### src/rtl/bus_condition_gen_pkg.sv
// Shared types for the controller-side bus condition generator.
package bus_condition_gen_pkg;

  localparam int unsigned HDR_EXIT_EDGES = 4;

  typedef enum logic [1:0] {
    BC_START    = 2'd0,
    BC_RSTART   = 2'd1,
    BC_STOP     = 2'd2,
    BC_HDR_EXIT = 2'd3
  } bus_cond_e;

  typedef enum logic [3:0] {
    S_IDLE,
    S_STA_HOLD,
    S_SCL_FALL,
    S_RS_SDA_REL,
    S_RS_SCL_REL,
    S_RS_SETUP,
    S_STO_SDA_LOW,
    S_STO_SCL_REL,
    S_STO_SETUP,
    S_STO_SDA_REL,
    S_HDR_SDA_HIGH,
    S_HDR_SDA_LOW
  } bus_cond_state_e;

endpackage

### src/rtl/bus_condition_gen_timer.sv
// Saturating cycle counter shared by all timed bus-condition states.
module bus_timer #(
  parameter int unsigned CntW = 20
) (
  input  logic            clk_i,
  input  logic            rst_i,
  input  logic            load_i,
  input  logic [CntW-1:0] n_i,
  output logic            expired_o
);

  logic [CntW-1:0] cnt_q;
  logic [CntW-1:0] n_eff;

  // A zero timing still holds the pattern for one cycle.
  assign n_eff     = (n_i == '0) ? CntW'(1) : n_i;
  assign expired_o = (cnt_q >= n_eff);

  always_ff @(posedge clk_i or posedge rst_i) begin
    if (rst_i) begin
      cnt_q <= '0;
    end else if (load_i) begin
      cnt_q <= CntW'(1);
    end else if (cnt_q != '1) begin
      cnt_q <= cnt_q + CntW'(1);
    end
  end

endmodule

### src/rtl/bus_condition_gen.sv
// Generates START / Repeated START / STOP / HDR Exit on open-drain SCL/SDA.
module bus_condition_gen
  import bus_condition_gen_pkg::*;
#(
  parameter int unsigned CntW         = 20,
  parameter int unsigned HdrExitEdges = HDR_EXIT_EDGES
) (
  input  logic            clk_i,
  input  logic            rst_i,
  input  logic            enable_i,
  input  logic            cmd_valid_i,
  input  logic [1:0]      cmd_i,
  output logic            cmd_ready_o,
  output logic            done_o,
  output logic            err_o,
  input  logic            scl_i,
  input  logic            sda_i,
  output logic            scl_o,
  output logic            sda_o,
  input  logic [CntW-1:0] t_hd_sta_i,
  input  logic [CntW-1:0] t_su_sta_i,
  input  logic [CntW-1:0] t_su_sto_i,
  input  logic [CntW-1:0] t_r_i,
  input  logic [CntW-1:0] t_f_i,
  input  logic [CntW-1:0] t_hdr_tgl_i,
  output logic            bus_owned_o
);

  localparam int unsigned EdgeW = $clog2(HdrExitEdges + 1);

  bus_cond_state_e state_q, state_d;
  logic [EdgeW-1:0] edge_q, edge_d;
  logic scl_d, sda_d, owned_d, done_d, err_d;
  logic [CntW-1:0] tmr_n;
  logic tmr_load, tmr_expired;

  assign cmd_ready_o = (state_q == S_IDLE) & enable_i;
  assign tmr_load    = (state_d != state_q);

  bus_timer #(.CntW(CntW)) u_timer (
    .clk_i     (clk_i),
    .rst_i     (rst_i),
    .load_i    (tmr_load),
    .n_i       (tmr_n),
    .expired_o (tmr_expired)
  );

  always_comb begin
    tmr_n = '0;
    case (state_q)
      S_STA_HOLD:                     tmr_n = t_hd_sta_i;
      S_SCL_FALL, S_STO_SDA_LOW:      tmr_n = t_f_i;
      S_RS_SDA_REL, S_STO_SDA_REL:    tmr_n = t_r_i;
      S_RS_SETUP:                     tmr_n = t_su_sta_i;
      S_STO_SETUP:                    tmr_n = t_su_sto_i;
      S_HDR_SDA_HIGH, S_HDR_SDA_LOW:  tmr_n = t_hdr_tgl_i;
      default:                        tmr_n = '0;
    endcase
  end

  // Line values are computed for the next state so they change on state entry.
  always_comb begin
    state_d = state_q;
    edge_d  = edge_q;
    scl_d   = scl_o;
    sda_d   = sda_o;
    owned_d = bus_owned_o;
    done_d  = 1'b0;
    err_d   = 1'b0;

    if ((state_q != S_IDLE) && !enable_i) begin
      state_d = S_IDLE;
      scl_d   = 1'b1;
      sda_d   = 1'b1;
      owned_d = 1'b0;
    end else begin
      case (state_q)
        S_IDLE: begin
          if (cmd_valid_i && cmd_ready_o) begin
            case (bus_cond_e'(cmd_i))
              BC_START: begin
                if (!bus_owned_o && scl_i && sda_i) begin
                  state_d = S_STA_HOLD;
                  sda_d   = 1'b0;
                end else begin
                  err_d = 1'b1;
                end
              end
              BC_RSTART: begin
                if (bus_owned_o) begin
                  state_d = S_RS_SDA_REL;
                  sda_d   = 1'b1;
                end else begin
                  err_d = 1'b1;
                end
              end
              BC_STOP: begin
                if (bus_owned_o) begin
                  state_d = S_STO_SDA_LOW;
                  sda_d   = 1'b0;
                end else begin
                  err_d = 1'b1;
                end
              end
              default: begin
                if (bus_owned_o) begin
                  state_d = S_HDR_SDA_HIGH;
                  scl_d   = 1'b0;
                  sda_d   = 1'b1;
                  edge_d  = '0;
                end else begin
                  err_d = 1'b1;
                end
              end
            endcase
          end
        end
        S_STA_HOLD: if (tmr_expired) begin
          state_d = S_SCL_FALL;
          scl_d   = 1'b0;
          owned_d = 1'b1;
        end
        S_SCL_FALL: if (tmr_expired) begin
          state_d = S_IDLE;
          done_d  = 1'b1;
        end
        S_RS_SDA_REL: if (tmr_expired) begin
          state_d = S_RS_SCL_REL;
          scl_d   = 1'b1;
        end
        S_RS_SCL_REL: if (scl_i) state_d = S_RS_SETUP;
        S_RS_SETUP: if (tmr_expired) begin
          state_d = S_STA_HOLD;
          sda_d   = 1'b0;
        end
        S_STO_SDA_LOW: if (tmr_expired) begin
          state_d = S_STO_SCL_REL;
          scl_d   = 1'b1;
        end
        S_STO_SCL_REL: if (scl_i) state_d = S_STO_SETUP;
        S_STO_SETUP: if (tmr_expired) begin
          state_d = S_STO_SDA_REL;
          sda_d   = 1'b1;
          owned_d = 1'b0;
        end
        S_STO_SDA_REL: if (tmr_expired) begin
          state_d = S_IDLE;
          done_d  = 1'b1;
        end
        S_HDR_SDA_HIGH: if (tmr_expired) begin
          state_d = S_HDR_SDA_LOW;
          sda_d   = 1'b0;
          edge_d  = edge_q + EdgeW'(1);
        end
        S_HDR_SDA_LOW: if (tmr_expired) begin
          // SDA is already low here, so the STOP tail starts at SCL release.
          if (edge_q == EdgeW'(HdrExitEdges)) begin
            state_d = S_STO_SCL_REL;
            scl_d   = 1'b1;
          end else begin
            state_d = S_HDR_SDA_HIGH;
            sda_d   = 1'b1;
          end
        end
        default: begin
          state_d = S_IDLE;
          scl_d   = 1'b1;
          sda_d   = 1'b1;
          owned_d = 1'b0;
        end
      endcase
    end
  end

  always_ff @(posedge clk_i or posedge rst_i) begin
    if (rst_i) begin
      state_q     <= S_IDLE;
      edge_q      <= '0;
      scl_o       <= 1'b1;
      sda_o       <= 1'b1;
      bus_owned_o <= 1'b0;
      done_o      <= 1'b0;
      err_o       <= 1'b0;
    end else begin
      state_q     <= state_d;
      edge_q      <= edge_d;
      scl_o       <= scl_d;
      sda_o       <= sda_d;
      bus_owned_o <= owned_d;
      done_o      <= done_d;
      err_o       <= err_d;
    end
  end

endmodule

### config.mk
export PLATFORM = sky130hd
export DESIGN_NAME = bus_condition_gen
export DESIGN_NICKNAME = d
export VERILOG_FILES = /design/src/rtl/bus_condition_gen_pkg.sv /design/src/rtl/bus_condition_gen_timer.sv /design/src/rtl/bus_condition_gen.sv
export SDC_FILE = /design/constraint.sdc
export NUM_CORES = 1
export LEC_CHECK = 0
export BUFFER_PORTS_ARGS = -buffer_cell sky130_fd_sc_hd__buf_2
export CORE_AREA = 2 2 85 87
export CTS_CLUSTER_DIAMETER = 150
export DETAILED_ROUTE_END_ITERATION = 8
export DIE_AREA = 0 0 87 89
export HOLD_SLACK_MARGIN = 0.15
export PLACE_DENSITY = 0.87
export REMOVE_ABC_BUFFERS = 1
export SYNTH_ARGS = -nofsm -noshare
export SYNTH_HDL_FRONTEND = slang
export SYNTH_SLANG_ARGS = --single-unit
### constraint.sdc
create_clock -name clk_i -period 6.8 [get_ports clk_i]
set_clock_uncertainty 0.05 [all_clocks]
set_input_delay 0.68 -clock clk_i [delete_from_list [all_inputs] [get_ports clk_i]]
set_output_delay 0.68 -clock clk_i [all_outputs]
set_load 0.01 [all_outputs]
==> results_dict.tcl <==
set metrics [dict create \
    outcome "completed" \
    initial_core_util_pct 49.8 \
    cts_made_buffers 5 \
    dr.pass1.iters 8 \
    postCtsHoldBufs 0 \
    seqPwrFrac_pct 20.8 \
    critical_path_class "register to register" \
    cts_resized 0 \
    fill_cells 597 \
    clk_path_buf_depth 2 \
    worst_slew_pin_slew_ns 1.28 \
    syn_inst 416 \
    synth_top_area_share_pct 22.5 \
    power.density_nw_per_um2 335 \
    grt_max_degree 33 \
    path_cells "nand2b_1, nor3_2, a222oi_1, o21a_1, and4_1, nand3_1, or4_1, nand3_1, ha_1, nand2b_1, a2111oi_2, a2111oi_4, or4_1, o21ai_1, o311ai_1, a211oi_2, buf_4, nor3b_2" \
    io_buffers 133 \
    synth_area_per_cell_um2 8.04 \
    cp-start-kind "register" \
    combPwrFrac_pct 64.5 \
    relSlewSlack_pct 14.2 \
    antenna_left 0 \
    layout_min_cycle_time_ns 5.88 \
    r2r_setup_slack_ns 0.92 \
    wl_mm 11.8 \
    netlist_area_um2 3340 \
    timing.rr.end "u_timer.cnt_q[18]" \
    required_ns 6.97 \
    final_util_pct 62.6 \
    detail_route.iter0.violations 396 \
    gp_congestion 0.992 \
    dpl.cell_count 612 \
    swShare_pct 48.1 \
    fp.dieW_um 87 \
    cts_tree "yes" \
    vdd_drop_max_v 0.000153 \
    slowest_stage "nor3_2" \
    p_int_mw 0.732 \
    htreeDepth 2 \
    area_growth_pct 25.8 \
    yosysUniqueCellTypes 60 \
    post_cts.repair.setup_buffers 0 \
    yosysWarningCount 0 \
    max_stage_delay_ns 1.00 \
    vias 4038 \
    hold_viol 0 \
    min_period_over_period_pct 86.4 \
    rsz0062_at_grt "false" \
    grtUsageTotal_pct 31.5 \
    insertion_delay_ns 0.30 \
    arrival_ns 6.05 \
    path_max_fanout 28 \
    maxCapViolCount 0 \
    worstReg2RegStart "state_q[3]" \
    p_sw_mw 0.677 \
    dp_hpwl_mm 9.11 \
    cts_sinks 32 \
    drive_gt1_share_pct 31.3 \
    antenna_found_initial 0 \
    drc 0 \
    synth_seq_cells 32 \
    die_area_um2 7740 \
    via_per_inst 6.51 \
    p_leak_nw 1.99 \
    final_cell_mix "buf_2 (133), a21oi_1 (37), nand2_1 (32)" \
    synthTopCellsByArea "dfrtp_1 (22%), ha_1 (8.6%), a222oi_1 (6.3%)" \
    root_buffer "clkbuf_8" \
    final_common_cell "buf_2" \
    ys.flop_type "dfrtp_1" \
    reg2regPathDepth 18 \
    setup_viol 0 \
    max_freq_ghz 0.170 \
    ios 134 \
    drv_slew 0 \
    hold_slack_ns 0.405 \
    die_y_um 89 \
    async_flop_share_pct 100 \
    final_cell_count_no_fill 620 \
    fin_setup_tns_ns 0 \
    path_clk_slew_ns 0.08 \
    hp-class "input pin to async pin" \
    grt_pass1_wl_mm 19.1 \
    synth-edff-count 0 \
    end_kind "register" \
    fin_nets 690 \
    core_area_um2 6720 \
    grt_pass1_vias 3811 \
    antennaDiodeCount 0 \
    pwr-share-clk_pct 14.7 \
    synth_seq_area_share_pct 24.0 \
    rows 30 \
    yosys.area.top_type "dfrtp_1" \
    overflow 0 \
    wire_per_inst_um 19.0 \
]
-- area by class of cell --
cell class | instances | area [um^2] | share of cell area (%)
Clock buffer | 7 | 96.3 | 2.29
Multi-Input combinational cell | 346 | 2390 | 56.9
Inverter | 11 | 41.3 | 0.982
Timing Repair Buffer | 143 | 741 | 17.6
Tap cell | 80 | 100 | 2.38
Clock inverter | 1 | 30.0 | 0.714
Sequential cell | 32 | 803 | 19.1
-- flip-flops by register name, summed over array words and instances (netlist names) --
| register | cells |
|---|---|
| bus_owned_o | 1 |
| sda_o | 1 |
| scl_o | 1 |
| edge_q | 3 |
| done_o | 1 |
| state_q | 4 |
| u_timer.cnt_q | 20 |
| err_o | 1 |
-- how the worst max path moves through the flow --
stage,startpoint,end,slack (ns),cells after the start
6_report,state_q[3],u_timer.cnt_q[18],0.92,18
5_1_grt,state_q[3],u_timer.cnt_q[18],0.52,18
4_1_cts,state_q[3],u_timer.cnt_q[18],1.04,18
3_5_place_dp,state_q[3],u_timer.cnt_q[18],1.07,18
3_3_place_gp,state_q[3],u_timer.cnt_q[18],1.22,18
2_1_floorplan,state_q[3],u_timer.cnt_q[18],0.79,17
-- logic make-up after synthesis --
group / Yosys count / synth area share [%]
buf+inv: 38 / 4.49
compound gates: 137 / 30.3
fa+ha+maj: 23 / 8.61
xor+xnor: 18 / 4.72
mux: 7 / 2.28
simple gates: 161 / 25.6
flops: 32 / 24.0
-- per-stage QoR --
step           cell area, um^2  total power, mW  worst slack [ns]
3_3_place_gp              4080             1.16              1.22
5_1_grt                   4210             1.53             0.521
4_1_cts                   4210             1.39              1.04
6_report                  4210             1.41             0.922
2_1_floorplan             3230            0.889             0.788
3_5_place_dp              4080             1.18              1.07
-- layer usage --
metal | share of wire [%] | vias to the layer above | track usage [%]
met5 | 0 | - | 0
met4 | 1.5 | 0 | 8.24
met3 | 9.5 | 20 | 7.02
met2 | 49 | 234 | 53.4
met1 | 40 | 1927 | 40.9
li1 | - | 1857 | -
-- critical path: cells and delay by family, from the launching register on --
kind	cells	cell delay [ns]
and+or+nand+nor	9	2.71
DFF	1	0.90
buffers and inverters	1	0.23
AOI/OAI and AO/OA	7	1.62
adders and majority gates	1	0.28
-- power by group through the flow --
stage	registers, mW	clock network (mW)	logic (mW)
detailed placement	0.295	0	0.885
CTS	0.292	0.210	0.891
finish	0.293	0.207	0.909
global route	0.301	0.218	1.01
global placement	0.293	0	0.862
floorplan	0.296	0	0.593
-- cell usage after synthesis, drive strengths merged (2+ instances only) --
library cell and instances:
dfrtp 30, nor3 12, a32oi 3, and3 4
mux2 5, xnor2 13, o211a 2, xor2 5
a222oi 21, dfstp 2, o22ai 3, nand4 10
mux2i 2, nand3 25, a2111oi 3, inv 11
nor2b 4, and2 21, ha 23, nand2b 8
or4 3, nand2 32, a22oi 16, a32o 3
o31ai 3, clkbuf 18, a31oi 3, o21ai 19
a21oi 37, a21o 4, a211oi 3, o21a 6
nor3b 2, nor4 6, buf 9, nor2 27
and4 5
No activity file was read; power rests on OpenSTA's default activity.
